File: src/rtl/branch_redirect_unit_pkg.sv
// Shared definitions for the execute-stage branch redirect unit.
// Branch condition codes, FSM encoding and default widths.
package branch_redirect_unit_pkg;

  localparam int XLEN_DEF = 32;

  localparam logic [2:0] F3_BEQ  = 3'b000;
  localparam logic [2:0] F3_BNE  = 3'b001;
  localparam logic [2:0] F3_BLT  = 3'b100;
  localparam logic [2:0] F3_BGE  = 3'b101;
  localparam logic [2:0] F3_BLTU = 3'b110;
  localparam logic [2:0] F3_BGEU = 3'b111;

  typedef enum logic {
    ST_IDLE   = 1'b0,
    ST_SHADOW = 1'b1
  } state_t;

endpackage

File: src/rtl/branch_compare.sv
// Conditional-branch comparator for RV32I funct3 codes.
// Purely combinational; reserved codes are never taken.
module branch_compare
  import branch_redirect_unit_pkg::*;
#(
  parameter int XLEN = XLEN_DEF
) (
  input  logic [2:0]      funct3,
  input  logic [XLEN-1:0] rs1_val,
  input  logic [XLEN-1:0] rs2_val,
  output logic            taken
);

  logic eq;
  logic lt_s;
  logic lt_u;

  assign eq   = (rs1_val == rs2_val);
  assign lt_s = ($signed(rs1_val) < $signed(rs2_val));
  assign lt_u = (rs1_val < rs2_val);

  always_comb begin
    taken = 1'b0;
    unique case (funct3)
      F3_BEQ:  taken = eq;
      F3_BNE:  taken = ~eq;
      F3_BLT:  taken = lt_s;
      F3_BGE:  taken = ~lt_s;
      F3_BLTU: taken = lt_u;
      F3_BGEU: taken = ~lt_u;
      default: taken = 1'b0;
    endcase
  end

endmodule

File: src/rtl/branch_redirect_unit.sv
// Resolves branches/jumps in EX, issues redirect and flush pulses,
// masks wrong-path instructions during a shadow window, keeps stats.
module branch_redirect_unit
  import branch_redirect_unit_pkg::*;
#(
  parameter int XLEN          = XLEN_DEF,
  parameter int SHADOW_CYCLES = 2,
  parameter int CNT_W         = 16
) (
  input  logic             clk,
  input  logic             reset,
  input  logic             ex_valid,
  input  logic             stall,
  input  logic             is_branch,
  input  logic             is_jal,
  input  logic             is_jalr,
  input  logic [2:0]       funct3,
  input  logic [XLEN-1:0]  pc,
  input  logic [XLEN-1:0]  imm,
  input  logic [XLEN-1:0]  rs1_val,
  input  logic [XLEN-1:0]  rs2_val,
  output logic             redirect,
  output logic [XLEN-1:0]  target,
  output logic             flush_if_id,
  output logic             flush_id_ex,
  output logic             misalign,
  output logic [CNT_W-1:0] branch_cnt,
  output logic [CNT_W-1:0] taken_cnt
);

  localparam logic [2:0]       SH_LOAD = 3'(SHADOW_CYCLES);
  localparam logic [CNT_W-1:0] CNT_MAX = '1;

  state_t          state;
  logic [2:0]      sh_cnt;
  logic            br_taken;
  logic            one_kind;
  logic            eval;
  logic            taken;
  logic [XLEN-1:0] base;
  logic [XLEN-1:0] sum;
  logic [XLEN-1:0] tgt;
  logic            aligned;
  logic            do_redir;
  logic            do_mis;

  branch_compare #(
    .XLEN(XLEN)
  ) u_cmp (
    .funct3 (funct3),
    .rs1_val(rs1_val),
    .rs2_val(rs2_val),
    .taken  (br_taken)
  );

  // Conflicting type flags make the instruction a non-transfer.
  assign one_kind = $onehot({is_branch, is_jal, is_jalr});
  assign eval     = ex_valid & ~stall & one_kind
                  & (state == ST_IDLE);
  assign taken    = is_jal | is_jalr | (is_branch & br_taken);

  assign base     = is_jalr ? rs1_val : pc;
  assign sum      = base + imm;
  assign tgt      = is_jalr ? {sum[XLEN-1:1], 1'b0} : sum;
  assign aligned  = (tgt[1:0] == 2'b00);

  assign do_redir = eval & taken & aligned;
  assign do_mis   = eval & taken & ~aligned;

  always_ff @(posedge clk) begin
    if (reset) begin
      state       <= ST_IDLE;
      sh_cnt      <= 3'd0;
      redirect    <= 1'b0;
      target      <= '0;
      flush_if_id <= 1'b0;
      flush_id_ex <= 1'b0;
      misalign    <= 1'b0;
      branch_cnt  <= '0;
      taken_cnt   <= '0;
    end else begin
      redirect    <= do_redir;
      flush_if_id <= do_redir;
      flush_id_ex <= do_redir;
      misalign    <= do_mis;

      if (eval && taken) begin
        target <= tgt;
      end

      if (eval && (branch_cnt != CNT_MAX)) begin
        branch_cnt <= branch_cnt + 1'b1;
      end
      if (do_redir && (taken_cnt != CNT_MAX)) begin
        taken_cnt <= taken_cnt + 1'b1;
      end

      unique case (state)
        ST_IDLE: begin
          if (do_redir) begin
            state  <= ST_SHADOW;
            sh_cnt <= SH_LOAD;
          end
        end
        ST_SHADOW: begin
          if (!stall) begin
            if (sh_cnt == 3'd1) begin
              state  <= ST_IDLE;
              sh_cnt <= 3'd0;
            end else begin
              sh_cnt <= sh_cnt - 3'd1;
            end
          end
        end
        default: begin
          state  <= ST_IDLE;
          sh_cnt <= 3'd0;
        end
      endcase
    end
  end

endmodule

File: config.mk
export PLATFORM = sky130hd
export DESIGN_NAME = branch_redirect_unit
export DESIGN_NICKNAME = d
export VERILOG_FILES = /design/src/rtl/branch_redirect_unit_pkg.sv /design/src/rtl/branch_compare.sv /design/src/rtl/branch_redirect_unit.sv
export SDC_FILE = /design/constraint.sdc
export NUM_CORES = 1
export LEC_CHECK = 0
export ABC_AREA = 1
export CAP_MARGIN = 10
export CORE_ASPECT_RATIO = 2
export CORE_MARGIN = 1.5
export CORE_UTILIZATION = 58
export DETAILED_ROUTE_END_ITERATION = 7
export DONT_BUFFER_PORTS = 1
export PLACE_DENSITY = 0.83
export SYNTH_ARGS = -nofsm -noshare
export SYNTH_HDL_FRONTEND = slang
export SYNTH_HIERARCHICAL = 1
export SYNTH_SLANG_ARGS = --single-unit
export TNS_END_PERCENT = 50
File: constraint.sdc
create_clock -name clk -period 6.1 [get_ports clk]
set_input_delay 0.915 -clock clk [delete_from_list [all_inputs] [get_ports clk]]
set_output_delay 0.915 -clock clk [all_outputs]
set_load 0.005 [all_outputs]
==> reports/results.ini <==
[power]
power_density_nw_per_um2 = 192.6
p_leak_nw = 4.117
ir_drop_uv = 221.4

[floorplan]
ioPinCount = 206
num_rows = 56
die_y_um = 158.0
die_w_um = 80.48
start_util = 0.5951
dieArea_um2 = 12710
coreArea_um2 = 11700

[flow_run]
max_cap_viol_count = 0

[placed_design]
post_dp_cell_area_um2 = 7047
dp_hpwl_um = 15820
gp_congestion = 0.9641
io_buffers = 0

[synth]
syn_avg_cell_area_um2 = 5.703
synth_area_um2 = 6963
synth_warnings = 6
ys_types = 36
synth-seq-cells = 70
netlist_instances = 1221
synth_nets = 1428
ys_seq_area_frac = 0.2013

[route]
vias = 7215
drtPass1Iterations = 5
drc_errors = 0
wire_per_inst_um = 13.91
vias_per_cell = 5.305
drtAntennaViolNets = 0
wl_um = 18910
first_iter_violations = 344

[setup_path]
path_class = in -> reg
crit_arrival_ns = 3.74
cp_max_fo = 18
cp.required_ns = 6.32
startpoint_type = input port
critPathCaptureType = flop
reg2reg_slack_ns = 3.92

[grt]
grt_usage = 0.2979
grt_pass1_vias = 7046
grt_start_max_net_pins = 37
grt_pass1_wl_um = 29950
antenna_found_initial = 0
gr-total-overflow = 0

[timing]
slew_viol_final = 0
period_minus_slack_ns = 3.523
max_freq_mhz = 283.8
setup_viol = 0
tightest_slew_ns = 0.6487
fin_worst_skew_ns = 0.005064
min_period_over_period = 0.5776
rsz0062_at_grt = false
setup_tns_ns = 0
max_slew_margin = 0.5669
finalHoldViolCount = 0

[cts]
cts-resized-gates = 0
htreeDepth = 3
cts_sinks = 70
clk_pin_slew_ns = 0.05
clock_latency_ns = 0.33
cts_tree = built
ctsLongestPathBuffers = 2
postCtsSetupBuffers = 0
cts-root-buf = clkbuf_16
cts_hold_buf = 0
cts-buffers-inserted = 9

[status]
status = complete, no violations

[final_layout]
design_area_um2 = 7367
n_antenna_cell = 0
fillers = 1164
area_delta_synth_final_pct = 5.804
finalNetCount = 1417
drive_gt1_frac = 0.03045

[hold_path]
hp-class = reg -> reg

final timing paths:
kind	from	to	cells after the start
hold reg to reg	sh_cnt[0]	sh_cnt[0]	2
setup / recovery	rs2_val[31]	taken_cnt[5]	21
hold / removal	sh_cnt[0]	sh_cnt[0]	2
setup reg to reg	branch_cnt[0]	branch_cnt[11]	8
through the flow:
stage / cells / utilization / hold slack [ns] / worst slack (ns) / total power (W)
2_1_floorplan: 1221 / - / 0.4532 / 3.049 / 0.0007950
3_3_place_gp: 1344 / 0.6022 / 0.4674 / 2.353 / 0.0008696
3_5_place_dp: 1344 / 0.6022 / 0.4761 / 2.250 / 0.0008776
4_1_cts: 1360 / 0.6296 / 0.4843 / 2.605 / 0.001423
5_1_grt: 1360 / 0.6296 / 0.5162 / 2.183 / 0.001501
6_report: 1360 / 0.6296 / 0.4878 / 2.577 / 0.001419
report_power, final:
| group | switching, W | total, W | internal [W] |
|---|---|---|---|
| clock | 0.000187 | 0.000546 | 0.000359 |
| combinational | 0.000256 | 0.000393 | 0.000137 |
| sequential | 0.0000105 | 0.000479 | 0.000469 |
| total | 0.000453 | 0.00142 | 0.000965 |
synth_stat cells:
library cell,count,area [um2]
nand2_1,475,1783
nand2_4,1,11.26
nor2_1,92,345.3
a21oi_1,70,350.3
nor2_4,2,22.52
nor3b_2,2,25.02
a21oi_2,1,8.760
a21o_1,2,15.01
o21a_1,5,37.54
nor3b_1,2,15.01
and3_1,1,6.260
nor2_2,2,12.51
a21oi_4,1,16.27
fa_1,2,40.04
or3_1,1,6.260
nor4_1,1,6.260
o21ai_0,31,155.2
buf_2,3,15.01
nand4_1,9,56.30
nand3_1,71,355.3
nand3_2,3,30.03
buf_6,1,11.26
nand2_2,3,18.77
a21boi_0,1,7.510
xor2_1,22,192.7
o21bai_1,16,120.1
ha_1,67,838.3
buf_4,3,22.52
nor3_1,14,70.07
inv_2,4,15.01
clkbuf_1,16,60.06
buf_1,1,3.750
xnor2_1,8,70.07
clkinv_1,1,3.750
dfxtp_1,70,1401
inv_1,217,814.5
state kept, by name, indices dropped and copies added, names as in the netlist:
name	flops
taken_cnt	16
sh_cnt	3
state	1
misalign	1
target	32
branch_cnt	16
flush_id_ex	1
worst max-delay path, stage by stage:
cell and delay (ns):
inv_1 0.03, ha_1 0.35, nand2_1 0.10, nor2_2 0.15, nand2_2 0.11, nor3b_2 0.18, nand2_1 0.10, nand2_2 0.09
nand2_1 0.07, nand2_1 0.06, nand2_1 0.06, nand3_2 0.09, nand2_1 0.06, nand3_2 0.06, inv_2 0.05, nor2_4 0.36
nand2_4 0.12, a21oi_4 0.41, nand2_1 0.13, o21ai_0 0.19, a21oi_1 0.06
cell type report:
class                           count  area [um2]  area share
Clock inverter                      3       40.04    0.005435
Sequential cell                    70        1401      0.1902
Inverter                          222       833.3      0.1131
Tap cell                          145       181.4     0.02463
Multi-Input combinational cell    905        4616      0.6265
Clock buffer                       13       280.3     0.03804
Timing Repair Buffer                2       15.01    0.002038
logic make-up (layout without fill, tap and decap cells):
logic type / count (synthesis) / count (layout) / synth area share
compound gates: 127 / 127 / 0.1021
xor+xnor: 30 / 30 / 0.03774
fa+ha+maj: 69 / 69 / 0.1261
buf+inv: 246 / 240 / 0.1358
flops: 70 / 70 / 0.2013
simple gates: 679 / 679 / 0.3969
layout by cell type (no fill, tap or decap), drive strengths merged:
| cell type | instances |
|---|---|
| nand2 | 479 |
| o21bai | 16 |
| inv | 221 |
| o21a | 5 |
| a21o | 2 |
| clkinv | 3 |
| a21boi | 1 |
| o21ai | 31 |
| nand3 | 74 |
| dfxtp | 70 |
| xnor2 | 8 |
| nor3 | 14 |
| a21oi | 72 |
| clkbuf | 13 |
| nor3b | 4 |
| fa | 2 |
| xor2 | 22 |
| nor2 | 96 |
| or3 | 1 |
| nand4 | 9 |
| bufinv | 1 |
| and3 | 1 |
| ha | 67 |
| nor4 | 1 |
| buf | 2 |
metal layers:
layer | vias to the layer above | track usage | wire [um]
met3 | 64 | 0.06398 | 1237
met5 | - | 0 | 0
li1 | 3742 | - | -
met4 | 0 | 0.1765 | 921
met2 | 255 | 0.5914 | 10240
met1 | 3154 | 0.2587 | 6512
Power figures use the tool's default switching activity.
